[config.mk]
export PLATFORM = sky130hd
export DESIGN_NAME = lu_inv_seq
export DESIGN_NICKNAME = d
export VERILOG_FILES = /design/src/rtl/lu_inv_seq.sv
export SDC_FILE = /design/constraint.sdc
export NUM_CORES = 1
export LEC_CHECK = 0
export ABC_AREA = 1
export ABC_CLOCK_PERIOD_IN_PS = 2100
export CAP_MARGIN = 25
export CORE_ASPECT_RATIO = 0.8
export CORE_UTILIZATION = 49
export DETAILED_ROUTE_END_ITERATION = 6
export PLACE_DENSITY = 0.71
export SKIP_CTS_REPAIR_TIMING = 1
export SYNTH_ARGS = -nofsm -noshare
export SYNTH_HDL_FRONTEND = slang
export SYNTH_SLANG_ARGS = --single-unit
[constraint.sdc]
create_clock -name clk_i -period 2.1 [get_ports clk_i]
set_input_delay 0.315 -clock clk_i [delete_from_list [all_inputs] [get_ports clk_i]]
set_output_delay 0.315 -clock clk_i [all_outputs]
set_load 0.01 [all_outputs]
[src/rtl/lu_inv_seq.sv]
// Sequencer for one LU factorisation followed by lower and upper triangular inversions.
// It pulses each engine's start, waits for the engine's ready handshake and steers the matrix muxes.
module lu_inv_seq #(
    parameter int START_CYCLES = 2,
    parameter int TIMEOUT      = 4096
) (
    input  logic       clk_i,
    input  logic       rst_ni,
    input  logic       start_i,
    input  logic       flush_i,
    input  logic       lu_in_ready_i,
    input  logic       tinv_in_ready_i,
    output logic       lu_start_o,
    output logic       tinv_start_o,
    output logic       tinv_flush_o,
    output logic [1:0] src_sel_o,
    output logic       dst_sel_o,
    output logic       busy_o,
    output logic       done_o,
    output logic       err_o
);

    localparam int              CW         = $clog2(TIMEOUT + 1);
    localparam logic [CW-1:0]   TMO_LAST   = CW'(TIMEOUT - 1);
    localparam logic [3:0]      START_LAST = 4'(START_CYCLES - 1);

    typedef enum logic [3:0] {
        IDLE, LU_START, LU_WAIT, LI_START, LI_WAIT,
        UI_FLUSH, UI_START, UI_WAIT, DONE
    } state_t;

    state_t          state_r;
    state_t          state_s;
    logic [CW-1:0]   tmo_cnt_r;
    logic [3:0]      start_cnt_r;
    logic            seen_low_r;
    logic            err_s;
    logic            in_wait_s;
    logic            in_start_s;
    logic            ready_s;
    logic            start_last_s;
    logic            wait_exit_s;
    logic            wait_tmo_s;
    logic            lu_start_s;
    logic            tinv_start_s;
    logic            tinv_flush_s;
    logic [1:0]      src_sel_s;
    logic            dst_sel_s;
    logic            busy_s;
    logic            done_s;

    // Wait/start classification; a wait exit needs a low-then-high ready from the active engine
    always_comb begin
        in_wait_s    = (state_r == LU_WAIT) || (state_r == LI_WAIT) || (state_r == UI_WAIT);
        in_start_s   = (state_r == LU_START) || (state_r == LI_START) || (state_r == UI_START);
        ready_s      = (state_r == LU_WAIT) ? lu_in_ready_i : tinv_in_ready_i;
        start_last_s = (start_cnt_r == START_LAST);
        wait_exit_s  = in_wait_s && seen_low_r && ready_s;
        wait_tmo_s   = in_wait_s && !wait_exit_s && (tmo_cnt_r == TMO_LAST);
    end

    // Next-state and sticky error; flush overrides everything and preserves err
    always_comb begin
        state_s = state_r;
        err_s   = err_o;
        if (flush_i) begin
            state_s = IDLE;
            err_s   = err_o;
        end else begin
            case (state_r)
                IDLE: begin
                    if (start_i) begin
                        state_s = LU_START;
                        err_s   = 1'b0;
                    end else begin
                        state_s = IDLE;
                    end
                end
                LU_START: state_s = start_last_s ? LU_WAIT : LU_START;
                LI_START: state_s = start_last_s ? LI_WAIT : LI_START;
                UI_START: state_s = start_last_s ? UI_WAIT : UI_START;
                LU_WAIT, LI_WAIT, UI_WAIT: begin
                    if (wait_exit_s) begin
                        case (state_r)
                            LU_WAIT: state_s = LI_START;
                            LI_WAIT: state_s = UI_FLUSH;
                            default: state_s = DONE;
                        endcase
                    end else if (wait_tmo_s) begin
                        state_s = IDLE;
                        err_s   = 1'b1;
                    end else begin
                        state_s = state_r;
                    end
                end
                UI_FLUSH: state_s = UI_START;
                DONE:     state_s = IDLE;
                default:  state_s = IDLE;
            endcase
        end
    end

    // Output decode of the upcoming state so every output comes straight from a flop
    always_comb begin
        lu_start_s   = 1'b0;
        tinv_start_s = 1'b0;
        tinv_flush_s = 1'b0;
        src_sel_s    = 2'd0;
        dst_sel_s    = 1'b0;
        busy_s       = 1'b1;
        done_s       = 1'b0;
        case (state_s)
            IDLE:     busy_s = 1'b0;
            LU_START: lu_start_s = 1'b1;
            LU_WAIT:  src_sel_s = 2'd0;
            LI_START: begin
                tinv_start_s = 1'b1;
                src_sel_s    = 2'd1;
            end
            LI_WAIT:  src_sel_s = 2'd1;
            UI_FLUSH: begin
                tinv_flush_s = 1'b1;
                src_sel_s    = 2'd2;
                dst_sel_s    = 1'b1;
            end
            UI_START: begin
                tinv_start_s = 1'b1;
                src_sel_s    = 2'd2;
                dst_sel_s    = 1'b1;
            end
            UI_WAIT: begin
                src_sel_s = 2'd2;
                dst_sel_s = 1'b1;
            end
            DONE: begin
                done_s    = 1'b1;
                src_sel_s = 2'd2;
                dst_sel_s = 1'b1;
            end
            default: busy_s = 1'b0;
        endcase
    end

    // State and output registers
    always_ff @(posedge clk_i or negedge rst_ni) begin
        if (!rst_ni) begin
            state_r      <= IDLE;
            lu_start_o   <= 1'b0;
            tinv_start_o <= 1'b0;
            tinv_flush_o <= 1'b0;
            src_sel_o    <= 2'd0;
            dst_sel_o    <= 1'b0;
            busy_o       <= 1'b0;
            done_o       <= 1'b0;
            err_o        <= 1'b0;
        end else begin
            state_r      <= state_s;
            lu_start_o   <= lu_start_s;
            tinv_start_o <= tinv_start_s;
            tinv_flush_o <= tinv_flush_s;
            src_sel_o    <= src_sel_s;
            dst_sel_o    <= dst_sel_s;
            busy_o       <= busy_s;
            done_o       <= done_s;
            err_o        <= err_s;
        end
    end

    // Per-state counters and seen_low flag, all restarted on any state change
    always_ff @(posedge clk_i or negedge rst_ni) begin
        if (!rst_ni) begin
            tmo_cnt_r   <= '0;
            start_cnt_r <= 4'd0;
            seen_low_r  <= 1'b0;
        end else if (state_s != state_r) begin
            tmo_cnt_r   <= '0;
            start_cnt_r <= 4'd0;
            seen_low_r  <= 1'b0;
        end else begin
            if (in_wait_s) begin
                tmo_cnt_r  <= tmo_cnt_r + CW'(1);
                seen_low_r <= seen_low_r | ~ready_s;
            end
            if (in_start_s) begin
                start_cnt_r <= start_cnt_r + 4'd1;
            end
        end
    end

endmodule

# [Word-level counts from Yosys, hierarchy flattened]
# Index checks and enable logic that the tools add are counted.
[classes] add_sub_neg=2 n_eq_ne=21 mux=27 bitwise=3 reduce_logical=19
[ops] op="$eq A4 B3 Y1 const B" count=8
[ops] op="$mux W13" count=2
[ops] op="$pmux W4 S6" count=1
[ops] op="$mux W4" count=5
[ops] op="$eq A4 B2 Y1 const B" count=4
[ops] op="$mux W1" count=14
[ops] op="$add A13 B1 Y13 const B" count=1
[ops] op="$eq A13 B12 Y1 const B" count=1
[ops] op="$eq A4 B1 Y1 const B" count=3
[ops] op="$pmux W4 S2" count=1
[ops] op="$reduce_or A8 Y1" count=1
[ops] op="$ne A2 B2 Y1 const B" count=3
[ops] op="$reduce_bool A2 Y1" count=3
[ops] op="$reduce_and A5 Y1" count=1
[ops] op="$add A4 B1 Y4 const B" count=1
[ops] op="$eq A4 B4 Y1 const B" count=1
[ops] op="$logic_and A1 B1 Y1" count=4
[ops] op="$logic_not A4 Y1" count=1
[ops] op="$logic_or A1 B1 Y1" count=4
[ops] op="$ne A4 B4 Y1" count=1
[ops] op="$pmux W2 S2" count=1
[ops] op="$reduce_or A2 Y1" count=2
[ops] op="$reduce_or A4 Y1" count=1
[ops] op="$mux W3" count=1
[ops] op="other kinds (6)" count=7
[word_totals] reg_bits=31 in_bits=6 wordCells=84

# [Logic depth before layout (Yosys ltp)]
# Gate-level depths: netlist of the first run.
[logic_depth] ltp_word=15 ltp_mapped=16 ltp_nobuf=15

# [Least setup slack after synthesis of the first run]
# No wires, ideal clock.
[synth_path] path_type="register to register" from="register tmo_cnt_r[0]" to="register start_cnt_r[1]" setup_ps=128 t_arrival_ps=1743 slack_ps=229 stages_incl_launch_ff=16 path_buffers=1 period_less_slack_ps=1871 path_cell_list="dfrtp_1 ha_1 nand2_1 nor2_1 nand2_1 nor2_1 nor2_1 nand3_1 nand3_1 nand2_2 nand2_1 nand2_1 nor2_2 nand2_4 buf_12 nor2_4"
[synth_between] elab_chain_len=8 word_cells_on_any_way=9 cone_classes="eq/ne: 2; mux: 5; reduce/logical: 2"
[synth_rtl] item="from (decl)" line_no="34" text="logic [CW-1:0] tmo_cnt_r;"
[synth_rtl] item="from (signal assigned)" line_no="181" text="tmo_cnt_r <= tmo_cnt_r + CW'(1);"
[synth_rtl] item="$eq A13 B12 Y1 (*)" line_no="59" text="wait_tmo_s = in_wait_s && !wait_exit_s && (tmo_cnt_r == TMO_LAST);"
[synth_rtl] item="$logic_and A1 B1 Y1 (*)" line_no="59"
[synth_rtl] item="$mux W4 (*)" line_no="89" text="end else if (wait_tmo_s) begin"
[synth_rtl] item="$mux W4 (*)" line_no="83" text="if (wait_exit_s) begin"
[synth_rtl] item="$pmux W4 S6 (*)" line_no="70" text="case (state_r)"
[synth_rtl] item="$mux W4 (*)" line_no="66" text="if (flush_i) begin"
[synth_rtl] item="$ne A4 B4 Y1 (*)" line_no="175" text="end else if (state_s != state_r) begin"
[synth_rtl] item="$mux W4 / $reduce_bool A2 Y1 (equally long branches)"
[synth_rtl] item="to (signal assigned)" line_no="185" text="start_cnt_r <= start_cnt_r + 4'd1;"
[synth_rtl] item="to (decl)" line_no="35" text="logic [3:0] start_cnt_r;"
# Mark *: on every way between the ends. The rest lies on a longest branch, timed or not.
# A chain may end at the register's enable or synchronous reset.

# [Final worst setup path of the first run]
[layout_path] from="register state_r[3]" to="register tmo_cnt_r[6]"
[layout_between] elab_chain_len=14 word_cells_on_any_way=25 cone_classes="eq/ne: 8; mux: 7; reduce/logical: 10"
[layout_rtl] item="from (decl)" line_no="32" text="state_t state_r;"
[layout_rtl] item="from (signal assigned)" line_no="157" text="state_r <= state_s;"
[layout_rtl] item="$eq A4 B2 Y1 / $eq A4 B3 Y1 (equally long branches)"
[layout_rtl] item="$logic_or A1 B1 Y1 (2 in series)" line_no="54" text="in_wait_s = (state_r == LU_WAIT) || (state_r == LI_WAIT) || (state_r == UI_WAIT);"
[layout_rtl] item="$logic_and A1 B1 Y1 (2 in series)" line_no="58" text="wait_exit_s = in_wait_s && seen_low_r && ready_s;"
[layout_rtl] item="$logic_not A1 Y1" line_no="59"
[layout_rtl] item="$logic_and A1 B1 Y1 (2 in series)" line_no="59"
[layout_rtl] item="$mux W4" line_no="89"
[layout_rtl] item="$mux W4" line_no="83"
[layout_rtl] item="$pmux W4 S6 (*)" line_no="70"
[layout_rtl] item="$mux W4 (*)" line_no="66"
[layout_rtl] item="via state_s[3]" line_no="33" text="state_t state_s;"
[layout_rtl] item="$ne A4 B4 Y1 (*)" line_no="175"
[layout_rtl] item="$mux W13 / $reduce_bool A2 Y1 (equally long branches)"
# The timed path passes the listed nets; every way through them passes the cells marked *.

==> impl_metrics.yaml, run 1 <==
status:
  outcome: "complete, but fails checks"
  violations: "DRC"
place:
  post-place-ws_ns: 0.0857
  gp_congestion: 0.921
  hpwlAfterDp_um: 2440
  io_buffers: 14
clocking:
  h-tree-depth: 2
  path_clk_slew_ns: 0.07
  cts_tree: "built"
  insertion_delay_ns: 0.28
  cts_sinks: 31
  cts_buffer_depth: 2
  clock-root-buffer: "clkbuf_8"
  numCtsBuffers: 5
final_layout:
  multi_input_area_um2: 896
  n_antenna_cell: 0
  synthToLayoutAreaGrowth_pct: 23.3
  fillerInstances: 299
  nNetsFinal: 238
  ff_latch_area_um2: 778
  drive_gt1_share_pct: 23.5
timing:
  tightest_slew_ns: 0.389
  setup_tns_ns: 0
  fin_worst_skew_ns: 0.00600
  finalCritPeriodShare_pct: 91.8
  hold_viol: 0
  timing.fmax_mhz: 519
  setup_slack_ns: 0.172
  report.final.slew_viol_count: 0
  slew_headroom_pct: 74.0
  fin_crit_ns: 1.93
  setup_viol: 0
  rsz0062_at_grt: "false"
synth:
  yosys-top-cells-count: "39 x nand2_1, 31 x dfrtp_1, 24 x nor2_1, 17 x inv_1, 15 x nand3_1"
  synth_seq_cells: 31
  yosysUniqueCellTypes: 30
  ys.flop_type: "dfrtp_1"
  synth-edff-count: 0
  syn-num-nets: 208
  ys_warn_count: 0
  yosys.area.top_type: "dfrtp_1"
  synthCells: 199
  synthArstFlopShare_pct: 100
  synthesis.area_um2: 1760
  yosysSeqAreaShare_pct: 44.0
  avgSynthCellArea_um2: 8.86
  synth.top_cell.area_share_pct: 44.0
  synth.most_common_cell: "nand2_1"
  netlist_top_cells_area: "dfrtp_1 44%, nand2_1 8.3%, nor2_4 8.3%, nor2_1 5.1%, xor2_1 5.0%"
grt:
  grt_max_degree: 32
  grt_pass1_wl_um: 5850
  grt_pass1_vias: 1284
  antenna_found_initial: 0
  gr-usage-met2_pct: 25.8
  grt_util_met1_pct: 30.6
  busiest_layer: "met1"
  track_usage_pct: 19.6
  grt.met3_usage_pct: 4.89
  grt_overflow_total: 0
worst_setup_path:
  crit_path_end_kind: "register"
  required_ns: 2.27
  cp.arrival_ns: 2.10
  crit_type: "reg -> reg"
  reg2regPathDepth: 13
  start_kind: "register"
  cp_max_fo: 12
pwr:
  power.leakage_nw: 1.01
  intPower_mw: 1.35
  vdd_drop_max_v: 0.000479
  swShare_pct: 31.7
  clkPwrFrac_pct: 35.2
  switchingPower_mw: 0.628
  p_comb_share_pct: 30.2
  p_per_area_nw_per_um2: 910
  seqPwrFrac_pct: 34.6
detailed_routing:
  vias: 1369
  dr.pass1.iters: 7
  dr.first_iter.drc_count: 101
  ant_nets: 0
  via_per_inst: 5.03
  drc_errors: 2
  wl_per_cell_um: 12.2
  wl_um: 3320
floorplanning:
  die_y_um: 55.7
  fp-row-count: 19
  fp.dieW_um: 69.1
  die_area_um2: 3840
  num_io_pins: 15
  core_area_um2: 3420
  start_util_pct: 51.5
hold_path:
  hp-class: "in -> async"
run:
  drv_cap: 0
-- metrics by stage --
step / power (mW) / instance area, um2 / utilization [%] / hold slack, ns / cells
floorplan: 1.13 / 1760 / - / 0.0194 / 199
global placement: 1.28 / 2000 / 58.3 / 0.532 / 262
detailed placement: 1.28 / 2000 / 58.3 / 0.530 / 262
CTS: 1.98 / 2130 / 62.2 / 0.435 / 270
global route: 2.08 / 2170 / 63.5 / 0.457 / 272
finish: 1.98 / 2170 / 63.5 / 0.419 / 272
-- cell families after synthesis --
logic type / count (synthesis) / share of synthesized area, %
muxes: 1 / 0.568
and+or+nand+nor: 117 / 36.3
AOI/OAI and AO/OA: 11 / 3.83
buffers and inverters: 23 / 6.74
DFF: 31 / 44.0
xor gates and xnor gates: 13 / 6.46
adders and majority gates: 3 / 2.13
-- layout by cell type (no fill, tap or decap), types with 5 or more instances in the layout --
cell / count
nand2_1: 38
dfrtp_1: 29
nor2_1: 22
inv_1: 17
nor2_4: 16
nand3_1: 15
clkdlybuf4s50_1: 14
xor2_1: 10
buf_4: 10
nand2_2: 6
nand4_1: 5
clkbuf_8: 5
-- state kept, by name, summed over array words and instances (netlist names) --
signal / count
busy_o: 1
lu_start_o: 1
dst_sel_o: 1
tinv_flush_o: 1
src_sel_o: 2
seen_low_r: 1
err_o: 1
start_cnt_r: 4
state_r: 4
done_o: 1
tmo_cnt_r: 13
tinv_start_o: 1
-- critical path, stage by stage, from the launching register on --
cell and delay [ns]:
dfrtp_1 0.41, buf_4 0.16, nor2_4 0.14, nand3_2 0.10, nand2_4 0.16, inv_2 0.06
nor2_1 0.13, nand3_2 0.10, inv_2 0.07, or2_1 0.13, nor2_4 0.05, nand2_4 0.07
buf_12 0.16, nor2_1 0.05
-- power groups by stage --
stage               Combinational [mW]  Clock, mW  Sequential [mW]
global route                     0.657      0.736            0.692
global placement                 0.584          0            0.696
CTS                              0.593      0.706            0.685
detailed placement               0.586          0            0.696
finish                           0.598      0.697            0.684
floorplan                        0.434          0            0.698
-- per-layer routing --
layer / vias to the layer above / wire length [um] / share of wire, %
met4: 0 / 39 / 1.2
met1: 634 / 1710 / 51
met3: 6 / 198 / 6.0
met5: - / 0 / 0
li1: 689 / - / -
met2: 40 / 1380 / 42
-- path summary, 6_finish.rpt --
check	end	start	slack, ns
setup / recovery	tmo_cnt_r[6]	state_r[3]	0.17
hold / removal	state_r[2]	rst_ni	0.42
setup reg to reg	tmo_cnt_r[6]	state_r[3]	0.17
hold reg to reg	err_o	err_o	0.55
max in group asynchronous	state_r[0]	rst_ni	1.38
min in group clk_i	err_o	err_o	0.55
-- area by class of cell --
type / instances / area share (%)
Tap cell: 42 / 2.42
Clock inverter: 2 / 2.76
Sequential cell: 31 / 35.8
Inverter: 21 / 3.63
Clock buffer: 6 / 3.34
Multi-Input combinational cell: 145 / 41.2
Timing Repair Buffer: 25 / 10.8
(Power assumes the default switching activity.)
==> run 2: changes to the inputs <==
ABC_CLOCK_PERIOD_IN_PS = 2200   (was 2100)
CTS_BUF_LIST = sky130_fd_sc_hd__clkbuf_16   (was default)
MAX_ROUTING_LAYER = met4   (was default)
clock period = 2.2 ns   (was 2.1 ns; I/O delays follow)
==> impl_metrics.yaml, run 2 (synthesized netlist as in run 1, its figures left out) <==
pwr:
  swShare_pct: 33.1
  clkPwrFrac_pct: 37.4
  power.leakage_nw: 1.02
  vdd_drop_max_v: 0.000650
  seqPwrFrac_pct: 32.1
  switchingPower_mw: 0.679
  intPower_mw: 1.37
  p_per_area_nw_per_um2: 931
  p_comb_share_pct: 30.5
grt:
  grt_pass1_wl_um: 5840
  grt_pass1_vias: 1307
  grt_max_degree: 32
  grt_overflow_total: 0
  antenna_found_initial: 0
  track_usage_pct: 20.1
run:
  drv_cap: 0
timing:
  rsz0062_at_grt: "false"
  fin_crit_ns: 2.00
  setup_viol: 0
  hold_viol: 0
  timing.fmax_mhz: 501
  setup_tns_ns: 0
  slew_headroom_pct: 74.0
  fin_worst_skew_ns: 0.00296
  finalCritPeriodShare_pct: 90.8
  whs_ns: 0.440
  report.final.slew_viol_count: 0
  tightest_slew_ns: 0.390
floorplanning:
  fp.dieW_um: 69.1
  num_io_pins: 15
  die_area_um2: 3840
  fp-row-count: 19
  core_area_um2: 3420
  die_y_um: 55.7
  start_util_pct: 51.5
final_layout:
  ff_latch_area_um2: 777
  final_cell_mix: "39 x nand2_1, 30 x dfrtp_1, 23 x nor2_1, 17 x inv_1"
  n_antenna_cell: 0
  synthToLayoutAreaGrowth_pct: 25.1
  final_common_cell: "nand2_1"
  fin_area_um2: 2210
  regMostFlops: "tmo_cnt_r"
  drive_gt1_share_pct: 21.8
  largest_register_ff_count: 13
  multi_input_area_um2: 921
  nNetsFinal: 237
  largest_registers: "tmo_cnt_r: 13 flops, start_cnt_r: 4 flops, state_r: 4 flops"
  fillerInstances: 289
worst_setup_path:
  required_ns: 2.35
  crit_path_end_kind: "register"
  cp.arrival_ns: 2.15
  start_kind: "register"
  crit_type: "reg -> reg"
  cp_max_fo: 4
clocking:
  numCtsBuffers: 5
  h-tree-depth: 2
  clock-root-buffer: "clkbuf_16"
  cts_tree: "built"
  cts_buffer_depth: 2
  cts_sinks: 31
  insertion_delay_ns: 0.28
  path_clk_slew_ns: 0.05
detailed_routing:
  vias: 1380
  dr.first_iter.drc_count: 104
  dr.pass1.iters: 4
  via_per_inst: 5.09
  ant_nets: 0
  wl_um: 3610
  drc_errors: 0
  wl_per_cell_um: 13.3
place:
  gp_congestion: 0.876
  io_buffers: 14
  hpwlAfterDp_um: 2390
  postPlaceCellArea_um2: 1950
hold_path:
  hp-class: "in -> async"
status:
  outcome: "finished, final reports clean"
## run 2: cell count changes in the layout (fill, tap and decap cells not counted), sizes merged
| cell | before | now |
|---|---|---|
| clkbuf | 6 | 5 |
| buf | 11 | 8 |
| nand2 | 47 | 49 |
| bufinv | 2 | 1 |
| clkinv | 1 | 3 |
## run 2: layout make-up
class | instances | share of cell area, %
Multi-Input combinational cell | 147 | 41.7
Sequential cell | 31 | 35.2
Timing Repair Buffer | 22 | 9.64
Clock buffer | 5 | 5.67
Inverter | 21 | 3.57
Tap cell | 42 | 2.38
Clock inverter | 3 | 1.76
## run 2: stage by stage
stage | util [%] | std cells | total power [mW] | setup WS [ns]
after floorplan | - | 199 | 1.08 | 0.329
after detailed placement | 57.1 | 258 | 1.16 | 0.0345
after global routing | 64.4 | 271 | 2.15 | 0.0442
after CTS | 61.8 | 266 | 1.93 | 0.0263
final | 64.4 | 271 | 2.05 | 0.203
after global placement | 57.1 | 258 | 1.15 | 0.0684
## run 2: power groups by stage
stage	Clock (mW)	Sequential, mW	Combinational (mW)
final	0.767	0.659	0.627
after detailed placement	0	0.667	0.489
after CTS	0.777	0.658	0.497
after global routing	0.805	0.664	0.685
after global placement	0	0.667	0.481
after floorplan	0	0.666	0.414
## run 2: path summary, 6_finish.rpt
check	to	cells after the start	slack [ns]	startpoint
max	start_cnt_r[1]	15	0.20	tmo_cnt_r[0]
min	seen_low_r	2	0.44	rst_ni
max reg2reg	start_cnt_r[1]	15	0.20	tmo_cnt_r[0]
min reg2reg	err_o	2	0.56	err_o
max in group asynchronous	state_r[1]	2	1.45	rst_ni
min in group clk_i	err_o	2	0.56	err_o
## run 2: critical path: stages, from the launching register on
cell	delay, ns
dfrtp_1	0.38
ha_1	0.17
nand2_1	0.07
nor2_1	0.13
nand2_1	0.11
nor2_4	0.16
nor2_1	0.06
nand3_1	0.08
nand3_1	0.11
nand2_2	0.08
nand2_1	0.05
nand2_1	0.10
nor2_4	0.05
buf_4	0.16
nand2_4	0.14
nor2_4	0.03
## run 2: routing by layer
metal,track usage (%),up-vias,share of wire (%)
met1,28.3,661,49
li1,-,690,-
met2,27.9,23,44
met5,-,-,0
met3,5.62,6,5.0
met4,7.00,0,1.4
